===== src/rtl/hangman_round_if.sv =====
// hangman_round_if: guess/word inputs and round status outputs of the Hangman round controller.
interface hangman_round_if #(parameter int WORD_LEN = 5);
    logic                  go;
    logic [4:0]            guess;
    logic [5*WORD_LEN-1:0] word;
    logic                  new_game;
    logic [WORD_LEN-1:0]   found;
    logic [2:0]            misses;
    logic                  hit;
    logic                  miss;
    logic                  dup;
    logic                  won;
    logic                  lost;
    modport master (output go, guess, word, new_game, input found, misses, hit, miss, dup, won, lost);
    modport slave  (input go, guess, word, new_game, output found, misses, hit, miss, dup, won, lost);
endinterface


===== src/rtl/hangman_round_ctrl.sv =====
// hangman_round_ctrl: one Hangman round; evaluates each guess on go release, tracks found/misses, declares win/loss.
module hangman_round_ctrl #(
    parameter int         WORD_LEN   = 5,
    parameter int         MAX_MISSES = 6,
    parameter logic [4:0] BLANK      = 5'b11111
) (
    input logic           clk,
    input logic           rst,
    hangman_round_if.slave bus
);
    typedef enum logic [2:0] {PLAY, HOLD, EVAL, RESULT, WON, LOST} state_t;
    state_t              state_q;
    logic                go_q;
    logic [4:0]          guess_q;
    logic [25:0]         used_q;
    logic [WORD_LEN-1:0] found_q;
    logic [2:0]          misses_q;
    logic                hit_q, miss_q, dup_q, won_q, lost_q;
    logic [WORD_LEN-1:0] match, blank_mask;
    for (genvar i = 0; i < WORD_LEN; i++) begin : g_pos
        assign blank_mask[i] = bus.word[5*i +: 5] == BLANK;
        assign match[i]      = bus.word[5*i +: 5] == guess_q && !blank_mask[i];
    end
    always_ff @(posedge clk or posedge rst) begin
        if (rst) begin
            state_q  <= PLAY;
            go_q     <= 1'b0;
            guess_q  <= '0;
            used_q   <= '0;
            found_q  <= '0;
            misses_q <= '0;
            hit_q    <= 1'b0;
            miss_q   <= 1'b0;
            dup_q    <= 1'b0;
            won_q    <= 1'b0;
            lost_q   <= 1'b0;
        end else begin
            go_q  <= bus.go;
            hit_q <= 1'b0;
            miss_q <= 1'b0;
            dup_q <= 1'b0;
            if (bus.new_game) begin
                state_q  <= PLAY;
                used_q   <= '0;
                found_q  <= '0;
                misses_q <= '0;
                won_q    <= 1'b0;
                lost_q   <= 1'b0;
            end else begin
                case (state_q)
                    PLAY: if (bus.go && !go_q && bus.guess <= 5'd25) begin
                        guess_q <= bus.guess;
                        state_q <= HOLD;
                    end
                    HOLD: if (!bus.go) state_q <= EVAL;
                    EVAL: begin
                        state_q <= RESULT;
                        if (used_q[guess_q]) dup_q <= 1'b1;
                        else begin
                            used_q[guess_q] <= 1'b1;
                            if (|match) begin
                                found_q <= found_q | match;
                                hit_q   <= 1'b1;
                            end else begin
                                misses_q <= misses_q == 3'(MAX_MISSES) ? misses_q : misses_q + 3'd1;
                                miss_q   <= 1'b1;
                            end
                        end
                    end
                    RESULT: begin
                        // win is checked first; the last reveal never coincides with a miss
                        if (&(found_q | blank_mask)) begin
                            state_q <= WON;
                            won_q   <= 1'b1;
                        end else if (misses_q == 3'(MAX_MISSES)) begin
                            state_q <= LOST;
                            lost_q  <= 1'b1;
                        end else state_q <= PLAY;
                    end
                    default: ;
                endcase
            end
        end
    end
    assign bus.found  = found_q;
    assign bus.misses = misses_q;
    assign bus.hit    = hit_q;
    assign bus.miss   = miss_q;
    assign bus.dup    = dup_q;
    assign bus.won    = won_q;
    assign bus.lost   = lost_q;
endmodule


===== src/flat_wrapper.sv =====
// flat-port wrapper written by rule: the top's interface ports become plain ports
module hangman_round_ctrl_flat 
#(
    parameter int         WORD_LEN   = 5,
    parameter int         MAX_MISSES = 6,
    parameter logic [4:0] BLANK      = 5'b11111
)
  (clk, rst, bus_go, bus_guess, bus_word, bus_new_game, bus_found, bus_misses, bus_hit, bus_miss, bus_dup, bus_won, bus_lost);
  hangman_round_if #(.WORD_LEN(WORD_LEN)) bus_i ();
  input logic clk;
  input logic rst;
  input wire logic [$bits(bus_i.go)-1:0] bus_go;
  input wire logic [$bits(bus_i.guess)-1:0] bus_guess;
  input wire logic [$bits(bus_i.word)-1:0] bus_word;
  input wire logic [$bits(bus_i.new_game)-1:0] bus_new_game;
  output wire logic [$bits(bus_i.found)-1:0] bus_found;
  output wire logic [$bits(bus_i.misses)-1:0] bus_misses;
  output wire logic [$bits(bus_i.hit)-1:0] bus_hit;
  output wire logic [$bits(bus_i.miss)-1:0] bus_miss;
  output wire logic [$bits(bus_i.dup)-1:0] bus_dup;
  output wire logic [$bits(bus_i.won)-1:0] bus_won;
  output wire logic [$bits(bus_i.lost)-1:0] bus_lost;
  assign bus_i.go = bus_go;
  assign bus_i.guess = bus_guess;
  assign bus_i.word = bus_word;
  assign bus_i.new_game = bus_new_game;
  assign bus_found = bus_i.found;
  assign bus_misses = bus_i.misses;
  assign bus_hit = bus_i.hit;
  assign bus_miss = bus_i.miss;
  assign bus_dup = bus_i.dup;
  assign bus_won = bus_i.won;
  assign bus_lost = bus_i.lost;
  hangman_round_ctrl #(.WORD_LEN(WORD_LEN), .MAX_MISSES(MAX_MISSES), .BLANK(BLANK)) u_core (.clk(clk), .rst(rst), .bus(bus_i));
endmodule

===== config.mk =====
export PLATFORM = sky130hd
export DESIGN_NAME = hangman_round_ctrl_flat
export DESIGN_NICKNAME = d
export VERILOG_FILES = /design/src/rtl/hangman_round_if.sv /design/src/rtl/hangman_round_ctrl.sv /design/src/flat_wrapper.sv
export SDC_FILE = /design/constraint.sdc
export NUM_CORES = 1
export LEC_CHECK = 0
export ABC_AREA = 1
export CAP_MARGIN = 40
export CORE_UTILIZATION = 59
export DETAILED_ROUTE_END_ITERATION = 16
export PLACE_DENSITY = 0.86
export SLEW_MARGIN = 5
export SYNTH_ARGS = -nofsm -noshare
export SYNTH_HDL_FRONTEND = slang
export SYNTH_SLANG_ARGS = --single-unit

===== constraint.sdc =====
create_clock -name clk -period 3.4 [get_ports clk]
set_clock_uncertainty 0.1 [all_clocks]
set_input_delay 0.68 -clock clk [delete_from_list [all_inputs] [get_ports clk]]
set_output_delay 0.68 -clock clk [all_outputs]
set_load 0.05 [all_outputs]

**After elaboration in Yosys (flattened, before gate mapping)**

Index checks and enable logic that the tools add are counted.

- Logic and storage cells: 109
- Output and inout bits: 13
- Input bits: 34
- Bits in read-only memories: 0
- Bits in latches: 0
- Bits in writable memories: 0
- Flip-flop bits (word level): 48
- Memories kept: 0

- Bitwise logic cells: 4
- Multiply operators: 0
- Magnitude comparators: 3
- Reductions and logical operators: 30
- $add $sub $neg: 1
- Mux-type cells: 40
- Shifts and indexed selects: 0
- Divide/modulo/power cells: 0
- Eq/ne operators: 20

Operators by type and width:

| cell | number |
|---|---|
| $mux W26 | 3 |
| $mux W3 | 10 |
| $or A26 B26 Y26 | 1 |
| $eq A5 B5 Y1 | 5 |
| $eq A5 B5 Y1 const B | 5 |
| $mux W1 | 20 |
| $mux W5 | 4 |
| $pmux W3 S4 | 1 |
| $reduce_and A3 Y1 | 4 |
| $or A5 B5 Y5 | 2 |
| $reduce_bool A2 Y1 | 5 |
| $logic_and A1 B1 Y1 | 8 |
| $ne A2 B2 Y1 const B | 4 |
| $eq A3 B2 Y1 const B | 2 |
| $logic_not A1 Y1 | 6 |
| $lt A5 B6 Y1 const B | 1 |
| $bmux W1 S5 | 1 |
| $demux W1 S5 | 1 |
| $ge A5 B1 Y1 const B | 1 |
| $le A5 B5 Y1 const B | 1 |
| $reduce_and A5 Y1 | 1 |
| $reduce_bool A5 Y1 | 1 |
| $reduce_or A5 Y1 | 1 |
| $reduce_and A2 Y1 | 2 |
| other kinds (8) | 8 |

**Logic depth before layout (Yosys ltp)**

Gate-level depths: netlist of the first run.

- Depth in word-level cells: 8
- Gate-level depth with buffers: 15

**Worst setup path before layout of the first run**

No wires, ideal clock.

- Kind: register to register
- Start: register u_core.misses_q[0] (netlist: u_core.bus.misses[0])
- End: register u_core.misses_q[0] (netlist: u_core.bus.misses[0])
- Path slack: 1.540 ns
- Path buffers: 0
- Library setup time: 0.120 ns
- Clock period less this slack: 1.860 ns
- Stages on the path, launching flop included: 9
- Required time: 3.180 ns
- Arrival time: 1.640 ns
- Cell sequence: dfrtp_1 inv_1 ha_1 nand2_1 inv_1 o21ai_0 nand3_1 nand2_1 nand2_1

- Word-level cells in the longest chain between the ends: 6
- Elaborated cells on any way between the ends: 9
- Classes of those cells: add/sub: 1; eq/ne: 2; mux: 5; reduce/logical: 1

Ends and longest elaborated chain:

| what | line | text |
|---|---|---|
| start, declared | hangman_round_ctrl.sv:17 | `logic [2:0] misses_q;` |
| start signal, assigned | hangman_round_ctrl.sv:65 | `misses_q <= misses_q == 3'(MAX_MISSES) ? misses_q : misses_q + 3'd1;` |
| $add A3 B1 Y3 | hangman_round_ctrl.sv:65 |  |
| $mux W3 | hangman_round_ctrl.sv:65 |  |
| $mux W3 | hangman_round_ctrl.sv:61 | `if (\|match) begin` |
| $mux W3 | hangman_round_ctrl.sv:58 | `if (used_q[guess_q]) dup_q <= 1'b1;` |
| $mux W3 | hangman_round_ctrl.sv:50 | `case (state_q)` |
| $mux W3 | hangman_round_ctrl.sv:42 | `if (bus.new_game) begin` |

Several ways; a longest one is shown, not always the timed one. The select of a mux whose other input is x is not followed.
A chain may end at the register's enable or synchronous reset.

**Worst setup path after layout of the first run**

- Start: register u_core.guess_q[0]
- End: register u_core.used_q[3]

- Word-level cells in the longest chain between the ends: 8
- Elaborated cells on any way between the ends: 13
- Classes of those cells: order compare: 2; eq/ne: 1; mux: 7; bitwise: 1; reduce/logical: 2

Ends and longest elaborated chain:

| what | line | text |
|---|---|---|
| start, declared | hangman_round_ctrl.sv:14 | `logic [4:0] guess_q;` |
| start signal, assigned | hangman_round_ctrl.sv:52 | `guess_q <= bus.guess;` |
| $lt A5 B6 Y1 (implied by the code) or $ge A5 B1 Y1 (tied branches) | hangman_round_ctrl.sv:60 | `used_q[guess_q] <= 1'b1;` |
| $logic_and A1 B1 Y1 (implied by the code) | hangman_round_ctrl.sv:60 |  |
| $mux W1 (implied by the code) | hangman_round_ctrl.sv:60 |  |
| $demux W1 S5 | -- |  |
| $or A26 B26 Y26 (no line) | -- |  |
| $mux W26 | hangman_round_ctrl.sv:58 |  |
| $mux W26 | hangman_round_ctrl.sv:50 |  |
| $mux W26 | hangman_round_ctrl.sv:42 |  |
| end signal, assigned | hangman_round_ctrl.sv:29 | `used_q <= '0;` |
| end signal, assigned | hangman_round_ctrl.sv:44 | `used_q <= '0;` |
| end signal, assigned by index | hangman_round_ctrl.sv:60 |  |
| end, declared | hangman_round_ctrl.sv:15 | `logic [25:0] used_q;` |

Several ways; a longest one is shown, not always the timed one. The select of a mux whose other input is x is not followed.

==> reports/qor.log, run 1 <==
INFO  floorplanning  start_util=0.633
INFO  finish         design.final.nets=551
INFO  route          drt.antenna.violating_nets=0
INFO  place          globalplace.congestion=0.879
INFO  synthesis      yosysUniqueCellTypes=31
INFO  timing         slew_headroom=0.521
INFO  synthesis      ys_seq_area_frac=0.389
INFO  finish         final_layout_size_suffix_gt1_frac=0.0504
INFO  cts            cts_setup_buffers=0
INFO  setup_path     rrSetupSlack=0.81ns
INFO  setup_path     critical_path_class=reg2reg
INFO  finish         syn_to_final_growth=18.9%
INFO  floorplanning  core_area=0.00488mm2
INFO  floorplanning  die-width=74.3um
INFO  cts            ctsResizeCount=0
INFO  timing         hold_viol=0
INFO  synthesis      post_synth_mux_area_share=0
INFO  timing         timing_worst_slew_pin_value=0.716ns
INFO  pwr            clock_network_fraction_of_design_power=0.151
INFO  pwr            switchingPower=1.07mW
INFO  floorplanning  ios=47
INFO  timing         rsz0062_at_grt=no
INFO  cts            cts.path.max_buffers=2
INFO  pwr            seqPwrFrac=0.383
INFO  route          drc=0
INFO  synthesis      netlist.area_leader.share=0.389
INFO  route          detailroute.via_count=3161
INFO  route          vias_per_cell=5.42
INFO  synthesis      synth-xor-area-share=0.0340
INFO  pwr            p_total=2.22mW
INFO  grt            antenna_found_initial=0
INFO  route          initialDrtViolationCount=323
INFO  cts            clk-insertion-delay-late=0.31ns
INFO  synthesis      synth_area_leaders=sky130_fd_sc_hd__dfrtp_1 (39%), sky130_fd_sc_hd__nand2_1 (23%), sky130_fd_sc_hd__nor2_1 (8.6%)
INFO  timing         setup_tns=0ns
INFO  synthesis      arithmetic_cell_share_of_the_synthesized_area_counting_full_adders_half_adders_and_majority_gates=0.00810
INFO  setup_path     crit_path_max_fanout=26
INFO  pwr            leakage=1.89nW
INFO  timing         clock.fmax=385MHz
INFO  timing         period_share=0.763
INFO  place          pre_cts_ws=0.605ns
INFO  timing         finalWorstSetupSlack=0.806ns
INFO  route          detail_route.wirelength=8.29mm
INFO  pwr            power.density=604mW/mm2
INFO  floorplanning  die_area=0.00553mm2
INFO  timing         maxSlewViolCount=0
INFO  cts            cts.hold.buffers_added=0
INFO  grt            global_route.usage.total=0.318
INFO  finish         n_antenna_cell=0
INFO  floorplanning  die_h=74.3um
INFO  grt            grt.overflow.total=0
INFO  synthesis      synthesis.area_per_instance=6.54um2
INFO  synthesis      syn_inst=472
INFO  synthesis      synthesis.yosys.warnings=0
INFO  pwr            power_switching_share=0.483
INFO  cts            clock_sinks=48
INFO  synthesis      area_fraction_in_compound_gates_after_synthesis=0.0932
INFO  pwr            vdd_ir_drop_max=0.452mV
INFO  pwr            cellInternalPower=1.15mW
INFO  synthesis      main_combinational_cell_family_by_area_after_synthesis=simple AND/OR/NAND/NOR gates
INFO  synthesis      synth_simple_gate_area_share=0.393
INFO  route          route.detailed.wl_per_inst=14.2um
INFO  worst_hold_path hp-class=reg2reg
INFO  synthesis      async_flop_share=1.00
INFO  grt            first_global_vias=2917
INFO  setup_path     r2r_start=u_core.guess_q[0]
INFO  worst_hold_path whs_endpoint=u_core.used_q[13]
INFO  grt            grt_start_max_net_pins=40
INFO  timing         period_needed=2.59ns
INFO  synthesis      number_of_enable_flip_flop_cells_after_synthesis=0
INFO  finish         total_of_fill_cells_in_the_finished_design=413
INFO  floorplanning  fp-row-count=25
INFO  setup_path     worst-endpoint-required=3.45ns
INFO  synthesis      post-synth-top-area-cell=sky130_fd_sc_hd__dfrtp_1
INFO  synthesis      area_of_the_mapped_netlist=0.00309mm2
INFO  place          detailedPlacementHpwl=5.67mm
INFO  pwr            combPwrFrac=0.466
INFO  cts            cts.clk_slew.worst_paths=0.09ns
INFO  setup_path     endpoint_kind=flip-flop
INFO  setup_path     regToRegEndpoint=u_core.used_q[3]
INFO  grt            wire_length_of_the_first_global_routing_pass=13.1mm
INFO  timing         timing.final.setup_violations=0
INFO  worst_hold_path hold_path_startpoint=u_core.used_q[13]
INFO  worst_hold_path hold-path-cell-count=2
INFO  synthesis      yosys_most_used_dff=sky130_fd_sc_hd__dfrtp_1
INFO  setup_path     critical_path.startpoint_type=flip-flop
INFO  place          placement.io_buffers=46
INFO  setup_path     cp_data_arrival_time=2.65ns
INFO  cts            cts.htree.levels=2
INFO  cts            cts-buffers-inserted=5
INFO  route          firstDrtPassIters=5
INFO  cts            clock_tree_from_tritoncts=done
INFO  cts            clk_root_buffer_cell=sky130_fd_sc_hd__clkbuf_8
INFO  synthesis      synth-seq-cells=48
INFO  synthesis      synth.net_count=508
INFO  timing         worst_hold_margin=0.405ns
INFO  outcome        result_of_the_run=finished clean
INFO  setup_path     rr_worst_depth=9
INFO  flow_run       timing.max_cap.violations=0
[layout by cell type (no fill, tap or decap)]
| cell type | n |
|---|---|
| sky130_fd_sc_hd__nand2_1 | 188 |
| sky130_fd_sc_hd__nor2_1 | 71 |
| sky130_fd_sc_hd__dfrtp_1 | 48 |
| sky130_fd_sc_hd__clkdlybuf4s50_1 | 46 |
| sky130_fd_sc_hd__inv_1 | 38 |
| sky130_fd_sc_hd__a21oi_1 | 36 |
| sky130_fd_sc_hd__nand3_1 | 20 |
| sky130_fd_sc_hd__o21ai_0 | 13 |
| sky130_fd_sc_hd__xor2_1 | 7 |
| sky130_fd_sc_hd__nor3_1 | 6 |
| sky130_fd_sc_hd__xnor2_1 | 5 |
| sky130_fd_sc_hd__clkbuf_8 | 5 |
| sky130_fd_sc_hd__buf_4 | 4 |
| sky130_fd_sc_hd__inv_2 | 3 |
| sky130_fd_sc_hd__nor3_2 | 3 |
| sky130_fd_sc_hd__nand4_1 | 3 |
| sky130_fd_sc_hd__nand2_2 | 2 |
| sky130_fd_sc_hd__ha_1 | 2 |
| sky130_fd_sc_hd__clkinv_2 | 2 |
| sky130_fd_sc_hd__nor2_2 | 1 |
| sky130_fd_sc_hd__clkinv_1 | 1 |
| sky130_fd_sc_hd__o21ai_4 | 1 |
| sky130_fd_sc_hd__or2_2 | 1 |
| sky130_fd_sc_hd__nor2_4 | 1 |
| sky130_fd_sc_hd__nand2_4 | 1 |
| sky130_fd_sc_hd__o21bai_1 | 1 |
| sky130_fd_sc_hd__nor4_1 | 1 |
| sky130_fd_sc_hd__o211ai_1 | 1 |
| sky130_fd_sc_hd__a31oi_1 | 1 |
| sky130_fd_sc_hd__nor3b_1 | 1 |
| sky130_fd_sc_hd__o21ai_1 | 1 |
| sky130_fd_sc_hd__clkinv_4 | 1 |
| sky130_fd_sc_hd__buf_12 | 1 |
[state kept, by name, indices dropped and copies added (netlist names)]
signal and flops:
u_core.bus.won 1, u_core.bus.hit 1, u_core.bus.found 5, u_core.bus.lost 1
u_core.guess_q 5, u_core.used_q 26, u_core.bus.miss 1, u_core.go_q 1
u_core.bus.misses 3, u_core.state_q 3, u_core.bus.dup 1
[cells in the mapped netlist, types with 4 or more instances]
cell                       number
sky130_fd_sc_hd__nand2_1      188
sky130_fd_sc_hd__nor2_1        71
sky130_fd_sc_hd__dfrtp_1       48
sky130_fd_sc_hd__inv_1         39
sky130_fd_sc_hd__a21oi_1       36
sky130_fd_sc_hd__nand3_1       20
sky130_fd_sc_hd__o21ai_0       13
sky130_fd_sc_hd__xor2_1         7
sky130_fd_sc_hd__nor3_1         6
sky130_fd_sc_hd__xnor2_1        5
sky130_fd_sc_hd__buf_2          4
sky130_fd_sc_hd__buf_4          4
sky130_fd_sc_hd__clkbuf_1       4
[layout make-up]
cell class / count / area (um2) / share of cell area
tap: 67 / 83.8 / 0.0228
timing repair buffer: 51 / 510 / 0.139
sequential: 48 / 1200 / 0.327
multi-input combinational: 367 / 1630 / 0.444
inverter: 42 / 158 / 0.0429
clock buffer: 5 / 68.8 / 0.0187
clock inverter: 3 / 18.8 / 0.00511
[worst max path at each step]
stage / endpoint / startpoint / depth (start not counted)
3_5_place_dp: u_core.bus.misses[1] / bus_new_game / 7
6_report: u_core.used_q[3] / u_core.guess_q[0] / 9
4_1_cts: u_core.used_q[3] / u_core.guess_q[0] / 11
2_1_floorplan: u_core.bus.dup / rst / 1
5_1_grt: u_core.used_q[3] / u_core.guess_q[0] / 11
3_3_place_gp: u_core.bus.misses[1] / bus_new_game / 7
[metal layers]
| layer | vias up | wire, um | GRT usage | share of wire |
|---|---|---|---|---|
| met4 | 0 | 149 | 0.101 | 0.018 |
| met2 | 143 | 3940 | 0.539 | 0.48 |
| met3 | 18 | 586 | 0.0542 | 0.071 |
| li1 | 1553 | - | - | - |
| met1 | 1447 | 3610 | 0.418 | 0.44 |
| met5 | - | 0 | 0 | 0 |
[stage by stage]
| stage | area, um2 | utilization | cells |
|---|---|---|---|
| 3_3_place_gp | 3560 | 0.730 | 574 |
| 2_1_floorplan | 3090 | - | 472 |
| 4_1_cts | 3670 | 0.752 | 583 |
| 5_1_grt | 3670 | 0.752 | 583 |
| 6_report | 3670 | 0.752 | 583 |
| 3_5_place_dp | 3580 | 0.734 | 575 |
[critical path, cell delays in order, from the launching register on]
cell and delay, ns:
sky130_fd_sc_hd__dfrtp_1 0.69, sky130_fd_sc_hd__nor2_1 0.33, sky130_fd_sc_hd__nand2_1 0.11, sky130_fd_sc_hd__o21ai_0 0.09, sky130_fd_sc_hd__nor2_1 0.10, sky130_fd_sc_hd__nor2_1 0.05, sky130_fd_sc_hd__nor2_1 0.14, sky130_fd_sc_hd__nand2_2 0.13
sky130_fd_sc_hd__o21ai_4 0.51, sky130_fd_sc_hd__o21ai_0 0.17
[cells by family (layout without fill, tap and decap cells)]
kind of cell | count (synthesis) | count (layout)
compound gates | 54 | 54
xor+xnor | 12 | 12
buf+inv | 57 | 101
flops | 48 | 48
simple gates | 299 | 299
fa+ha+maj | 2 | 2
[power groups by stage]
stage	Combinational [mW]	Sequential, mW	Clock (mW)
floorplan	0.770	0.801	0
global placement	0.964	0.849	0
finish	1.03	0.849	0.335
global route	1.14	0.856	0.365
CTS	1.02	0.839	0.343
detailed placement	1.01	0.849	0
Power figures use the tool's default switching activity.
==> inputs of run 2 (changes only) <==
--- a/config.mk
+++ b/config.mk
@@ -7,9 +7,9 @@
 export LEC_CHECK = 0
 export ABC_AREA = 1
 export CAP_MARGIN = 40
-export CORE_UTILIZATION = 59
+export CORE_UTILIZATION = 54
 export DETAILED_ROUTE_END_ITERATION = 16
-export PLACE_DENSITY = 0.86
+export PLACE_DENSITY = 0.8
 export SLEW_MARGIN = 5
 export SYNTH_ARGS = -nofsm -noshare
 export SYNTH_HDL_FRONTEND = slang
==> constraint.sdc (replaced) <==
create_clock -name clk -period 2.55 [get_ports clk]
set_clock_uncertainty 0.1 [all_clocks]
set_input_delay 0.51 -clock clk [delete_from_list [all_inputs] [get_ports clk]]
set_output_delay 0.51 -clock clk [all_outputs]
set_load 0.05 [all_outputs]
==> reports/qor.log, run 2 (same netlist as run 1, synthesis figures left out) <==
INFO  outcome        result_of_the_run=finished clean
INFO  cts            clk-insertion-delay-late=0.30ns
INFO  timing         clock.fmax=421MHz
INFO  timing         period_needed=2.38ns
INFO  finish         syn_to_final_growth=21.2%
INFO  setup_path     r2r_start=u_core.guess_q[0]
INFO  floorplanning  fp-row-count=27
INFO  cts            cts.clk_slew.worst_paths=0.09ns
INFO  setup_path     cp_data_arrival_time=2.43ns
INFO  finish         total_of_fill_cells_in_the_finished_design=487
INFO  floorplanning  ios=47
INFO  setup_path     endpoint_kind=flip-flop
INFO  place          placement.io_buffers=46
INFO  pwr            leakage=1.93nW
INFO  worst_hold_path hold-path-cell-count=2
INFO  grt            wire_length_of_the_first_global_routing_pass=13.2mm
INFO  timing         timing.final.setup_violations=0
INFO  finish         commonest_non_fill_non_tap_cells_in_the_layout=sky130_fd_sc_hd__nand2_1 (188), sky130_fd_sc_hd__nor2_1 (71), sky130_fd_sc_hd__dfrtp_1 (48)
INFO  timing         timing_worst_slew_pin_value=0.581ns
INFO  cts            cts-buffers-inserted=5
INFO  route          detail_route.wirelength=7.86mm
INFO  finish         design.final.nets=562
INFO  route          detailroute.via_count=3114
INFO  finish         layout.cells.most_common=sky130_fd_sc_hd__nand2_1
INFO  cts            cts.hold.buffers_added=0
INFO  setup_path     critical_path_class=reg2reg
INFO  pwr            vdd_ir_drop_max=0.403mV
INFO  setup_path     crit_path_max_fanout=26
INFO  timing         maxSlewViolCount=0
INFO  timing         slew_headroom=0.612
INFO  place          globalplace.congestion=0.873
INFO  route          initialDrtViolationCount=231
INFO  finish         final_layout_size_suffix_gt1_frac=0.0684
INFO  timing         rsz0062_at_grt=no
INFO  floorplanning  start_util=0.561
INFO  route          drt.antenna.violating_nets=0
INFO  worst_hold_path hp-class=reg2reg
INFO  setup_path     critical_path.startpoint_type=flip-flop
INFO  timing         setup_tns=0ns
INFO  floorplanning  die_area=0.00602mm2
INFO  cts            clock_tree_from_tritoncts=done
INFO  cts            clk_root_buffer_cell=sky130_fd_sc_hd__clkbuf_8
INFO  floorplanning  die_h=77.6um
INFO  setup_path     worst-endpoint-required=2.60ns
INFO  cts            ctsResizeCount=0
INFO  grt            grt.overflow.total=0
INFO  finish         n_antenna_cell=0
INFO  worst_hold_path whs_endpoint=u_core.bus.won
INFO  timing         hold_viol=0
INFO  cts            clock_sinks=48
INFO  cts            cts.htree.levels=2
INFO  flow_run       timing.max_cap.violations=0
INFO  route          firstDrtPassIters=5
INFO  pwr            power.density=800mW/mm2
INFO  grt            first_global_vias=2981
INFO  floorplanning  die-width=77.6um
INFO  setup_path     rr_worst_depth=10
INFO  cts            cts_setup_buffers=0
INFO  route          route.detailed.wl_per_inst=13.1um
INFO  floorplanning  core_area=0.00551mm2
INFO  worst_hold_path hold_path_startpoint=u_core.bus.won
INFO  route          vias_per_cell=5.21
INFO  cts            cts.path.max_buffers=2
INFO  timing         worst_hold_margin=0.402ns
INFO  grt            antenna_found_initial=0
INFO  route          drc=0
INFO  setup_path     rrSetupSlack=0.17ns
INFO  setup_path     regToRegEndpoint=u_core.used_q[0]
INFO  grt            grt_start_max_net_pins=27
INFO  timing         period_share=0.932
INFO  finish         utilization=0.679
INFO  finish         max_flop_register=u_core.used_q
INFO  grt            global_route.usage.total=0.279
INFO  place          detailedPlacementHpwl=5.80mm
INFO  finish         number_of_flip_flops_in_the_largest_register=26
==> run 2: changes by cell type in the layout (fill, tap and decap cells not counted) <==
cell,before,now
sky130_fd_sc_hd__clkinv_4,1,0
sky130_fd_sc_hd__buf_4,4,16
sky130_fd_sc_hd__clkinv_2,2,1
sky130_fd_sc_hd__buf_12,1,0
sky130_fd_sc_hd__clkinvlp_4,0,1
==> run 2: how the worst max path moves through the flow <==
stage | endpoint | from | slack [ns]
detailed placement | u_core.bus.misses[2] | bus_word[3] | 0.16
global route | u_core.used_q[12] | u_core.guess_q[0] | 0.02
finish | u_core.used_q[0] | u_core.guess_q[0] | 0.17
global placement | u_core.bus.misses[2] | bus_word[16] | 0.22
CTS | u_core.used_q[0] | u_core.guess_q[0] | 0.18
floorplan | u_core.bus.misses[0] | u_core.bus.misses[0] | 0.69
==> run 2: stage by stage <==
step                      area (um2)  power [mW]  worst slack [ns]  cells
after floorplan                 3090        2.10             0.690    472
after global placement          3660        2.51             0.224    591
after detailed placement        3660        2.54             0.157    591
after CTS                       3740        2.99             0.177    598
after global routing            3740        3.21            0.0156    598
final                           3740        2.99             0.174    598
==> run 2: layer usage <==
layer	wire length [um]	vias to the layer above	track usage
li1	-	1571	-
met1	3370	1402	0.342
met2	3870	126	0.495
met3	473	15	0.0447
met4	142	0	0.0962
met5	0	-	0
==> run 2: area by class of cell <==
class	instances	area, um2	share of cell area
clock buffers	5	68.8	0.0184
clock inverters	2	12.5	0.00334
inverters	42	158	0.0421
repair buffers	62	581	0.155
flip-flops and latches	48	1200	0.321
multi-input cells	367	1630	0.436
well taps	72	90.1	0.0241
==> run 2: report_power, final <==
part | leakage [nW] | switching, mW | internal (mW)
clock | 0.0400 | 0.257 | 0.186
sequential | 0.646 | 0.190 | 0.886
combinational | 1.24 | 0.947 | 0.525
==> run 2: worst max-delay path: stages (launching register included) <==
cell and delay [ns]:
sky130_fd_sc_hd__dfrtp_1 0.57, sky130_fd_sc_hd__buf_4 0.27, sky130_fd_sc_hd__o21ai_0 0.12, sky130_fd_sc_hd__nand2_1 0.07, sky130_fd_sc_hd__nand2_1 0.05, sky130_fd_sc_hd__nand2_1 0.05, sky130_fd_sc_hd__nand2_1 0.06, sky130_fd_sc_hd__nor2_1 0.15
sky130_fd_sc_hd__nand2_2 0.13, sky130_fd_sc_hd__o21ai_4 0.49, sky130_fd_sc_hd__o21ai_0 0.17
